`src/rtl/axi_pkg.sv`:
```
// Shared AXI definitions for the burst RAM: burst/response codes, FSM state types
// and the transfer-size legality helper.
package axi_pkg;

    typedef enum logic [1:0] {
        BURST_FIXED = 2'b00,
        BURST_INCR  = 2'b01,
        BURST_WRAP  = 2'b10
    } burst_t;

    typedef enum logic [1:0] {
        RESP_OKAY   = 2'b00,
        RESP_SLVERR = 2'b10
    } resp_t;

    typedef enum logic {
        R_IDLE,
        R_DATA
    } r_state_t;

    typedef enum logic [1:0] {
        W_IDLE,
        W_DATA,
        W_RESP
    } w_state_t;

    // A beat of 2^size bytes must fit inside one data word.
    function automatic logic size_legal(input logic [2:0] size, input int data_width);
        return (8 << size) <= data_width;
    endfunction

endpackage

```
`src/rtl/axi_burst_ram_if.sv`:
```
// AXI4 read/write channel bundle between an interconnect master and the burst RAM slave.
interface axi_burst_ram_if #(
    parameter int ADDRESS_WIDTH = 8,
    parameter int DATA_WIDTH    = 32
);
    logic [ADDRESS_WIDTH-1:0] awaddr;
    logic [7:0]               awlen;
    logic [2:0]               awsize;
    logic [1:0]               awburst;
    logic                     awvalid;
    logic                     awready;

    logic [DATA_WIDTH-1:0]    wdata;
    logic [DATA_WIDTH/8-1:0]  wstrb;
    logic                     wlast;
    logic                     wvalid;
    logic                     wready;

    logic [1:0]               bresp;
    logic                     bvalid;
    logic                     bready;

    logic [ADDRESS_WIDTH-1:0] araddr;
    logic [7:0]               arlen;
    logic [2:0]               arsize;
    logic [1:0]               arburst;
    logic                     arvalid;
    logic                     arready;

    logic [DATA_WIDTH-1:0]    rdata;
    logic [1:0]               rresp;
    logic                     rlast;
    logic                     rvalid;
    logic                     rready;

    modport master (
        output awaddr, awlen, awsize, awburst, awvalid,
        input  awready,
        output wdata, wstrb, wlast, wvalid,
        input  wready,
        input  bresp, bvalid,
        output bready,
        output araddr, arlen, arsize, arburst, arvalid,
        input  arready,
        input  rdata, rresp, rlast, rvalid,
        output rready
    );

    modport slave (
        input  awaddr, awlen, awsize, awburst, awvalid,
        output awready,
        input  wdata, wstrb, wlast, wvalid,
        output wready,
        output bresp, bvalid,
        input  bready,
        input  araddr, arlen, arsize, arburst, arvalid,
        output arready,
        output rdata, rresp, rlast, rvalid,
        input  rready
    );
endinterface

```
`src/rtl/axi_burst_addr_gen.sv`:
```
// Combinational next-beat address for FIXED/INCR/WRAP bursts; arithmetic wraps
// modulo 2^ADDRESS_WIDTH.
module axi_burst_addr_gen
    import axi_pkg::*;
#(
    parameter int ADDRESS_WIDTH = 8
) (
    input  logic [ADDRESS_WIDTH-1:0] addr_i,
    input  logic [7:0]               len_i,
    input  logic [2:0]               size_i,
    input  logic [1:0]               burst_i,
    output logic [ADDRESS_WIDTH-1:0] next_addr_o
);
    logic [ADDRESS_WIDTH-1:0] step;
    logic [ADDRESS_WIDTH-1:0] incr;
    logic [ADDRESS_WIDTH-1:0] span;
    logic [ADDRESS_WIDTH-1:0] mask;

    always_comb begin
        step = ADDRESS_WIDTH'(1) << size_i;
        incr = addr_i + step;
        // Wrap window is the whole burst footprint; upper bits stay at the aligned base.
        span = ADDRESS_WIDTH'({1'b0, len_i} + 9'd1) << size_i;
        mask = span - ADDRESS_WIDTH'(1);
        case (burst_i)
            BURST_FIXED: next_addr_o = addr_i;
            BURST_WRAP:  next_addr_o = (addr_i & ~mask) | (incr & mask);
            default:     next_addr_o = incr;
        endcase
    end
endmodule

```
`src/rtl/axi_burst_ram.sv`:
```
// AXI4 burst scratchpad RAM, independent read/write FSMs, one outstanding burst each.
// WRAP bursts are only legal when AXI_WRAP_BURST_EN is defined.
module axi_burst_ram
    import axi_pkg::*;
#(
    parameter int ADDRESS_WIDTH = 8,
    parameter int DATA_WIDTH    = 32,
    parameter int DEPTH         = 64
) (
    input  logic             aclk,
    input  logic             areset,
    axi_burst_ram_if.slave   axi_s
);
    localparam int NBYTES = DATA_WIDTH / 8;
    localparam int OFFS   = $clog2(NBYTES);
    localparam int IDXW   = $clog2(DEPTH);
`ifdef AXI_WRAP_BURST_EN
    localparam bit WRAP_EN = 1'b1;
`else
    localparam bit WRAP_EN = 1'b0;
`endif

    logic [DATA_WIDTH-1:0] mem [DEPTH];

    function automatic logic [IDXW-1:0] word_idx(input logic [ADDRESS_WIDTH-1:0] a);
        logic [ADDRESS_WIDTH-1:0] s;
        s = a >> OFFS;
        return s[IDXW-1:0];
    endfunction

    function automatic logic burst_err(input logic [7:0] len, input logic [2:0] size,
                                       input logic [1:0] burst);
        logic e;
        e = !size_legal(size, DATA_WIDTH);
        if (burst == 2'b11)
            e = 1'b1;
        if (burst == BURST_WRAP &&
            (!WRAP_EN || !(len == 8'd1 || len == 8'd3 || len == 8'd7 || len == 8'd15)))
            e = 1'b1;
        return e;
    endfunction

    // ---------------- read channel ----------------
    r_state_t                 r_state_q, r_state_d;
    logic [ADDRESS_WIDTH-1:0] r_addr_q, r_addr_d, r_next_addr;
    logic [7:0]               r_len_q, r_len_d, r_cnt_q, r_cnt_d;
    logic [2:0]               r_size_q, r_size_d;
    logic [1:0]               r_burst_q, r_burst_d;
    logic                     r_err_q, r_err_d;
    logic                     r_last;

    axi_burst_addr_gen #(.ADDRESS_WIDTH(ADDRESS_WIDTH)) u_rd_addr (
        .addr_i     (r_addr_q),
        .len_i      (r_len_q),
        .size_i     (r_size_q),
        .burst_i    (r_burst_q),
        .next_addr_o(r_next_addr)
    );

    assign r_last = (r_cnt_q == r_len_q);

    always_ff @(posedge aclk or posedge areset) begin
        if (areset) begin
            r_state_q <= R_IDLE;
            r_addr_q  <= '0;
            r_len_q   <= '0;
            r_cnt_q   <= '0;
            r_size_q  <= '0;
            r_burst_q <= '0;
            r_err_q   <= 1'b0;
        end else begin
            r_state_q <= r_state_d;
            r_addr_q  <= r_addr_d;
            r_len_q   <= r_len_d;
            r_cnt_q   <= r_cnt_d;
            r_size_q  <= r_size_d;
            r_burst_q <= r_burst_d;
            r_err_q   <= r_err_d;
        end
    end

    always_comb begin
        r_state_d = r_state_q;
        r_addr_d  = r_addr_q;
        r_len_d   = r_len_q;
        r_cnt_d   = r_cnt_q;
        r_size_d  = r_size_q;
        r_burst_d = r_burst_q;
        r_err_d   = r_err_q;
        case (r_state_q)
            R_IDLE: begin
                if (axi_s.arvalid) begin
                    r_addr_d  = axi_s.araddr;
                    r_len_d   = axi_s.arlen;
                    r_size_d  = axi_s.arsize;
                    r_burst_d = axi_s.arburst;
                    r_cnt_d   = '0;
                    r_err_d   = burst_err(axi_s.arlen, axi_s.arsize, axi_s.arburst);
                    r_state_d = R_DATA;
                end
            end
            R_DATA: begin
                if (axi_s.rready) begin
                    r_addr_d = r_next_addr;
                    r_cnt_d  = r_cnt_q + 8'd1;
                    if (r_last)
                        r_state_d = R_IDLE;
                end
            end
            default: r_state_d = R_IDLE;
        endcase
    end

    assign axi_s.arready = (r_state_q == R_IDLE);
    assign axi_s.rvalid  = (r_state_q == R_DATA);
    assign axi_s.rlast   = axi_s.rvalid && r_last;
    assign axi_s.rresp   = (axi_s.rvalid && r_err_q) ? RESP_SLVERR : RESP_OKAY;
    // Asynchronous array read: a same-cycle write lands after this beat is sampled.
    assign axi_s.rdata   = (axi_s.rvalid && !r_err_q) ? mem[word_idx(r_addr_q)] : '0;

    // ---------------- write channel ----------------
    w_state_t                 w_state_q, w_state_d;
    logic [ADDRESS_WIDTH-1:0] w_addr_q, w_addr_d, w_next_addr;
    logic [7:0]               w_len_q, w_len_d, w_cnt_q, w_cnt_d;
    logic [2:0]               w_size_q, w_size_d;
    logic [1:0]               w_burst_q, w_burst_d;
    logic                     w_err_q, w_err_d;
    logic                     w_beat, w_last_exp, w_last_bad, mem_we;
    logic [DATA_WIDTH-1:0]    wmask;

    axi_burst_addr_gen #(.ADDRESS_WIDTH(ADDRESS_WIDTH)) u_wr_addr (
        .addr_i     (w_addr_q),
        .len_i      (w_len_q),
        .size_i     (w_size_q),
        .burst_i    (w_burst_q),
        .next_addr_o(w_next_addr)
    );

    assign w_beat     = (w_state_q == W_DATA) && axi_s.wvalid;
    assign w_last_exp = (w_cnt_q == w_len_q);
    assign w_last_bad = (axi_s.wlast != w_last_exp);
    // Any error so far, including this beat's wlast mismatch, drops the write.
    assign mem_we     = w_beat && !w_err_q && !w_last_bad;

    always_ff @(posedge aclk or posedge areset) begin
        if (areset) begin
            w_state_q <= W_IDLE;
            w_addr_q  <= '0;
            w_len_q   <= '0;
            w_cnt_q   <= '0;
            w_size_q  <= '0;
            w_burst_q <= '0;
            w_err_q   <= 1'b0;
        end else begin
            w_state_q <= w_state_d;
            w_addr_q  <= w_addr_d;
            w_len_q   <= w_len_d;
            w_cnt_q   <= w_cnt_d;
            w_size_q  <= w_size_d;
            w_burst_q <= w_burst_d;
            w_err_q   <= w_err_d;
        end
    end

    always_comb begin
        w_state_d = w_state_q;
        w_addr_d  = w_addr_q;
        w_len_d   = w_len_q;
        w_cnt_d   = w_cnt_q;
        w_size_d  = w_size_q;
        w_burst_d = w_burst_q;
        w_err_d   = w_err_q;
        case (w_state_q)
            W_IDLE: begin
                if (axi_s.awvalid) begin
                    w_addr_d  = axi_s.awaddr;
                    w_len_d   = axi_s.awlen;
                    w_size_d  = axi_s.awsize;
                    w_burst_d = axi_s.awburst;
                    w_cnt_d   = '0;
                    w_err_d   = burst_err(axi_s.awlen, axi_s.awsize, axi_s.awburst);
                    w_state_d = W_DATA;
                end
            end
            W_DATA: begin
                if (axi_s.wvalid) begin
                    w_err_d = w_err_q | w_last_bad;
                    if (w_last_exp) begin
                        w_state_d = W_RESP;
                    end else begin
                        w_addr_d = w_next_addr;
                        w_cnt_d  = w_cnt_q + 8'd1;
                    end
                end
            end
            W_RESP: begin
                if (axi_s.bready)
                    w_state_d = W_IDLE;
            end
            default: w_state_d = W_IDLE;
        endcase
    end

    assign axi_s.awready = (w_state_q == W_IDLE);
    assign axi_s.wready  = (w_state_q == W_DATA);
    assign axi_s.bvalid  = (w_state_q == W_RESP);
    assign axi_s.bresp   = (axi_s.bvalid && w_err_q) ? RESP_SLVERR : RESP_OKAY;

    for (genvar gi = 0; gi < NBYTES; gi++) begin : g_wmask
        assign wmask[gi*8 +: 8] = {8{axi_s.wstrb[gi]}};
    end

    always_ff @(posedge aclk) begin
        if (mem_we)
            mem[word_idx(w_addr_q)] <= (mem[word_idx(w_addr_q)] & ~wmask) |
                                       (axi_s.wdata & wmask);
    end

endmodule

```
`src/flat_wrapper.sv`:
```
// flat-port wrapper written by rule: the top's interface ports become plain ports
module axi_burst_ram_flat import axi_pkg::*;
#(
    parameter int ADDRESS_WIDTH = 8,
    parameter int DATA_WIDTH    = 32,
    parameter int DEPTH         = 64
)
  (aclk, areset, axi_s_awaddr, axi_s_awlen, axi_s_awsize, axi_s_awburst, axi_s_awvalid, axi_s_awready, axi_s_wdata, axi_s_wstrb, axi_s_wlast, axi_s_wvalid, axi_s_wready, axi_s_bresp, axi_s_bvalid, axi_s_bready, axi_s_araddr, axi_s_arlen, axi_s_arsize, axi_s_arburst, axi_s_arvalid, axi_s_arready, axi_s_rdata, axi_s_rresp, axi_s_rlast, axi_s_rvalid, axi_s_rready);
  axi_burst_ram_if #(.ADDRESS_WIDTH(ADDRESS_WIDTH), .DATA_WIDTH(DATA_WIDTH)) axi_s_i ();
  input  logic aclk;
  input  logic areset;
  input wire logic [$bits(axi_s_i.awaddr)-1:0] axi_s_awaddr;
  input wire logic [$bits(axi_s_i.awlen)-1:0] axi_s_awlen;
  input wire logic [$bits(axi_s_i.awsize)-1:0] axi_s_awsize;
  input wire logic [$bits(axi_s_i.awburst)-1:0] axi_s_awburst;
  input wire logic [$bits(axi_s_i.awvalid)-1:0] axi_s_awvalid;
  output wire logic [$bits(axi_s_i.awready)-1:0] axi_s_awready;
  input wire logic [$bits(axi_s_i.wdata)-1:0] axi_s_wdata;
  input wire logic [$bits(axi_s_i.wstrb)-1:0] axi_s_wstrb;
  input wire logic [$bits(axi_s_i.wlast)-1:0] axi_s_wlast;
  input wire logic [$bits(axi_s_i.wvalid)-1:0] axi_s_wvalid;
  output wire logic [$bits(axi_s_i.wready)-1:0] axi_s_wready;
  output wire logic [$bits(axi_s_i.bresp)-1:0] axi_s_bresp;
  output wire logic [$bits(axi_s_i.bvalid)-1:0] axi_s_bvalid;
  input wire logic [$bits(axi_s_i.bready)-1:0] axi_s_bready;
  input wire logic [$bits(axi_s_i.araddr)-1:0] axi_s_araddr;
  input wire logic [$bits(axi_s_i.arlen)-1:0] axi_s_arlen;
  input wire logic [$bits(axi_s_i.arsize)-1:0] axi_s_arsize;
  input wire logic [$bits(axi_s_i.arburst)-1:0] axi_s_arburst;
  input wire logic [$bits(axi_s_i.arvalid)-1:0] axi_s_arvalid;
  output wire logic [$bits(axi_s_i.arready)-1:0] axi_s_arready;
  output wire logic [$bits(axi_s_i.rdata)-1:0] axi_s_rdata;
  output wire logic [$bits(axi_s_i.rresp)-1:0] axi_s_rresp;
  output wire logic [$bits(axi_s_i.rlast)-1:0] axi_s_rlast;
  output wire logic [$bits(axi_s_i.rvalid)-1:0] axi_s_rvalid;
  input wire logic [$bits(axi_s_i.rready)-1:0] axi_s_rready;
  assign axi_s_i.awaddr = axi_s_awaddr;
  assign axi_s_i.awlen = axi_s_awlen;
  assign axi_s_i.awsize = axi_s_awsize;
  assign axi_s_i.awburst = axi_s_awburst;
  assign axi_s_i.awvalid = axi_s_awvalid;
  assign axi_s_awready = axi_s_i.awready;
  assign axi_s_i.wdata = axi_s_wdata;
  assign axi_s_i.wstrb = axi_s_wstrb;
  assign axi_s_i.wlast = axi_s_wlast;
  assign axi_s_i.wvalid = axi_s_wvalid;
  assign axi_s_wready = axi_s_i.wready;
  assign axi_s_bresp = axi_s_i.bresp;
  assign axi_s_bvalid = axi_s_i.bvalid;
  assign axi_s_i.bready = axi_s_bready;
  assign axi_s_i.araddr = axi_s_araddr;
  assign axi_s_i.arlen = axi_s_arlen;
  assign axi_s_i.arsize = axi_s_arsize;
  assign axi_s_i.arburst = axi_s_arburst;
  assign axi_s_i.arvalid = axi_s_arvalid;
  assign axi_s_arready = axi_s_i.arready;
  assign axi_s_rdata = axi_s_i.rdata;
  assign axi_s_rresp = axi_s_i.rresp;
  assign axi_s_rlast = axi_s_i.rlast;
  assign axi_s_rvalid = axi_s_i.rvalid;
  assign axi_s_i.rready = axi_s_rready;
  axi_burst_ram #(.ADDRESS_WIDTH(ADDRESS_WIDTH), .DATA_WIDTH(DATA_WIDTH), .DEPTH(DEPTH)) u_core (.aclk(aclk), .areset(areset), .axi_s(axi_s_i));
endmodule
```
`config.mk`:
```
export PLATFORM = sky130hd
export DESIGN_NAME = axi_burst_ram_flat
export DESIGN_NICKNAME = d
export VERILOG_FILES = /design/src/rtl/axi_pkg.sv /design/src/rtl/axi_burst_ram_if.sv /design/src/rtl/axi_burst_addr_gen.sv /design/src/rtl/axi_burst_ram.sv /design/src/flat_wrapper.sv
export SDC_FILE = /design/constraint.sdc
export NUM_CORES = 2
export LEC_CHECK = 0
export CAP_MARGIN = 10
export CORE_ASPECT_RATIO = 1.75
export CORE_MARGIN = 4
export CORE_UTILIZATION = 52
export CTS_CLUSTER_SIZE = 14
export DETAILED_ROUTE_END_ITERATION = 8
export GPL_ROUTABILITY_DRIVEN = 1
export PLACE_DENSITY = 0.68
export SLEW_MARGIN = 10
export SYNTH_ARGS = -nofsm -noshare
export SYNTH_HDL_FRONTEND = slang
export SYNTH_SLANG_ARGS = --single-unit
```
`constraint.sdc`:
```
create_clock -name aclk -period 6 [get_ports aclk]
set_input_delay 0.6 -clock aclk [delete_from_list [all_inputs] [get_ports aclk]]
set_output_delay 0.6 -clock aclk [all_outputs]
set_load 0.01 [all_outputs]
```
Word-level counts from Yosys, hierarchy flattened
Memories as Yosys holds them, arrays and structs flattened. Cells that the tools add are included.

Bitwise operators: 14. Equality and inequality tests: 20. Shift-type cells: 6. Add/sub/neg operators: 8. Muxes and demuxes: 37. Reductions and logical operators: 24. Order comparisons: 2.

Operators by type and width (number): $pmux 8 s2 (6); $mux 8 (10); $and 32x32->32 (2); $le 32x7->1 const B (2); $shl 4x3->32 const A (2); $add 8x1->8 const B (4); $and 8x8->8 (4); $mux 32 (1); $not 32->32 (1); $or 32x32->32 (1); $add 8x8->8 (2); $eq 8x8->1 (2); $ne 2x2->1 const B (8); $not 8->8 (2); $or 8x8->8 (2); $shl 1x3->8 const A (2); $shl 8x3->8 (2); $sub 8x1->8 const B (2); $eq 2x2->1 const B (7); $mux 2 (6); $mux 1 (11); $reduce_and 4->1 (2); $logic_and 1x1->1 (7); $logic_not 2->1 (3); other kinds (12) (20).

Memories kept: 1. Bits in writable memories: 2048. Logic and storage cells: 126. Bits in registers: 63. Output and inout bits: 42.

Memory list: u_core.mem (depth 64, bits a word 32, read ports 2, clocked after memory_dff 0, wr ports 1, line axi_burst_ram.sv:23) `logic [DATA_WIDTH-1:0] mem [DEPTH];`.

Logic depth before layout (Yosys ltp)
Word-level depth: 10. Mapped depth: 15. Gate-level depth less buffers: 14.

Hierarchy
A second synthesis with hierarchy kept.

Cells, all modules: 5813. Area total of the unflattened synthesis: 100888.0 um2.

Modules (own cells, without submodules): axi_burst_ram (instances 1, cells an instance 5494, area each 98545.8 um2); axi_burst_addr_gen at u_core.u_rd_addr (instances 1, cells an instance 158, area each 1189.9 um2); axi_burst_addr_gen at u_core.u_wr_addr (instances 1, cells an instance 161, area each 1152.4 um2).

Least setup slack after synthesis
No wires, ideal clock.

Kind: reg-to-reg. Start point: reg with a tool-made name. End point: mem u_core.mem[0][0] (data pin). Path slack: 686 ps. Cell stages (with the launch flop): 10. Period minus slack after synthesis: 5314 ps. Buffers on the path: 4. Arrival: 4613 ps. Cells stage by stage: dfrtp_1 > buf_2 > nor3_2 > clkbuf_1 > buf_2 > clkbuf_1 > a22oi_1 > a41oi_1 > a211oi_1 > o21ai_0.

RTL lines (line): to (decl) (axi_burst_ram.sv:23).

==> flow_summary.toml <==
[setup_path]
critPathKind = "flip-flop to output pin"
worst_setup_path_end_kind = "output pin"
crit_required_ps = 5400
cp.arrival_ps = 5130
startpoint_type = "flip-flop"
cp_max_fo = 40

[hold_path]
min_from = "axi_s_arlen[2]"
hp-class = "input port to flip-flop"

[power_and_ir_drop]
switchingPower_mw = 19.6
powerDensity_mw_per_mm2 = 494
p_total_mw = 53.2
p_sw_share_pct = 36.8
combPwrFrac_pct = 40.8
p_clk_share_pct = 21.9
vdd_drop_max_uv = 456
p_seq_share_pct = 37.3
leakage_nw = 32.4
internal-power_mw = 33.7

[routing]
routed-via-count = 64970
ant_nets = 0
via_per_inst = 7.94
drt-initial-drc-count = 11074
wire_per_inst_um = 43.1
wirelength_um = 353000
drc = 0
drt-pass1-iter-count = 8

[global_routing]
grt_pass1_vias = 64185
grt_usage_pct = 36.3
grt_max_degree = 99
antenna_found_initial = 14
grt_first_pass_wirelength_um = 489000
grt-ovfl-total = 0

[layout]
multi_input_area_mm2 = 0.0310
area_delta_synth_final_pct = 13.1
drive_gt1_share_pct = 23.6
fillers = 13170
nNetsFinal = 5745
postLayoutCoreUtil_pct = 59.2
final_area_mm2 = 0.108
register_area_mm2 = 0.0631

[sta]
finalCriticalPeriod_ps = 5730
worstMarginPinSlew_ps = 1330
finalMaxSlewViolations = 0
grt_setup_unrepaired = "no"
hold_viol_final = 0
slew_headroom_pct = 10.7
skew_ps = 58.4
max_freq_ghz = 0.174
min_period_over_period_pct = 95.6
setup_viol = 0
fin_tns_setup_ps = 0

[clock_tree]
root_buffer = "clkbuf_16"
cts_buffer_depth = 4
cts_buffers = 194
cts_tree = "yes"
clkTransAtPathRegs_ps = 60
cts_sinks = 2111
postCtsSetupBuffers = 0
htree_num_levels = 4
cts_resized = 0
clk_latency_ps = 850
cts_hold_buf = 0

[logic_synthesis]
synth.most_common_cell = "edfxtp_1"
synth_cells = 5476
ys_ff_latch = 2111
synth_area_mm2 = 0.0953
synthTopCellsByArea = "edfxtp_1, mux4_2, a22oi_1"
syn_avg_cell_area_um2 = 17.4
async_reset_ff_share_pct = 2.98
yosys.area.top_type_share_pct = 64.5
ys_seq_area_share_pct = 66.2
synth_edf_count = 2048
synth_cell_type_count = 71
synth_top_area_cell = "edfxtp_1"
ys.flop_type = "edfxtp_1"
synthTopCellsByCount = "edfxtp_1, a22oi_1, mux4_2"
yosys_warnings = 0

[outcome]
status = "complete, no violations"

[placed_design]
dpl.hpwl_um = 212000
place_congestion = 0.920
dpl_cell_area_mm2 = 0.102
portBuffers = 125

[die]
dieArea_mm2 = 0.191
start_util_pct = 52.4
ios = 128
core_area_mm2 = 0.182
rows = 207
die_w_um = 332
die_y_um = 574

[run]
max-cap-violations = 0
==> power groups by stage <==
stage	clock network, mW	logic, mW	registers (mW)
floorplan	0	13.8	19.5
global placement	0	20.9	20.1
detailed placement	0	21.2	20.1
CTS	11.7	21.3	19.8
global route	12.3	22.6	19.9
finish	11.7	21.7	19.9
==> through the flow <==
stage                     instances  setup slack [ps]  hold WS [ps]
after floorplan                5477               686           431
after global placement         7842               887           450
after detailed placement       7843              1360           468
after CTS                      8166               426           248
after global routing           8168               296           294
final                          8180               266           273
==> registers in the layout (all words and copies together) (netlist names), 3 cells and up, named ones only <==
signal / count
u_core.mem: 2048
u_core.r_cnt_q: 8
u_core.r_len_q: 8
u_core.r_size_q: 3
u_core.w_cnt_q: 8
u_core.w_len_q: 8
u_core.w_size_q: 3
==> final cells by class <==
class | count | area share [%]
Multi-Input combinational cell | 2859 | 28.7
Inverter | 33 | 0.115
Tap cell | 2403 | 2.79
Sequential cell | 2111 | 58.5
Clock inverter | 76 | 0.540
Timing Repair Buffer | 438 | 4.49
Antenna cell | 13 | 0.0302
Clock buffer | 247 | 4.77
==> worst paths after layout <==
kind / endpoint / slack, ps / depth (start not counted)
min reg2reg: u_core.w_state_q[0]$_DFFE_PP0P_ / 470 / 1
max: axi_s_rdata[6] / 270 / 8
max reg2reg: u_core.mem[38][2]$_DFFE_PP_ / 1160 / 11
max in group asynchronous: asynchronous set/reset pin / 5000 / 3
min in group asynchronous: u_core.r_cnt_q[0]$_DFFE_PP0P_ / 340 / 3
min: u_core.r_len_q[2]$_DFFE_PP0P_ / 270 / 3
==> critical path, stage by stage (launching register included) <==
cell,delay (ps)
dfrtp_4,1040
buf_4,290
buf_12,220
buf_4,360
mux4_2,260
mux4_2,240
mux2i_1,70
a211oi_1,1000
clkdlybuf4s50_1,720
==> kinds of logic after synthesis <==
kind of cell	Yosys count	share of synthesized area [%]
flops	2111	66.2
compound gates	1459	11.4
mux	723	16.2
simple gates	604	3.28
buf+inv	507	2.18
xor+xnor	49	0.450
fa+ha+maj	22	0.305
other cells	1	0.00393
==> per-layer routing <==
| metal | GRT usage (%) | routed length (um) | up-vias |
|---|---|---|---|
| li1 | - | - | 24046 |
| met1 | 42.9 | 107000 | 32806 |
| met2 | 56.5 | 162000 | 6411 |
| met3 | 9.73 | 48600 | 1697 |
| met4 | 28.5 | 35500 | 10 |
| met5 | 0 | 66 | - |
==> layout by cell type (no fill, tap or decap), types with 11 or more instances in the layout <==
cell and count:
a211oi_1 53, a21oi_1 75, a21oi_4 12, a221oi_1 124
a22o_1 113, a22oi_1 777, a31oi_1 76, a41oi_1 36
buf_12 99, buf_4 214, clkbuf_1 48, clkbuf_16 198
clkdlybuf4s50_1 125, clkinv_1 37, clkinv_2 21, dfrtp_1 54
diode_2 13, edfxtp_1 2048, ha_1 20, inv_1 30
mux2_2 37, mux2i_1 35, mux4_2 651, nand2_1 111
nand3_1 28, nand4_1 149, nor2_1 79, nor2_4 66
nor2b_1 55, nor3_1 34, nor4_1 11, o211ai_1 44
o21ai_0 63, xnor2_1 34, xor2_1 15
Power figures use the tool's default switching activity.
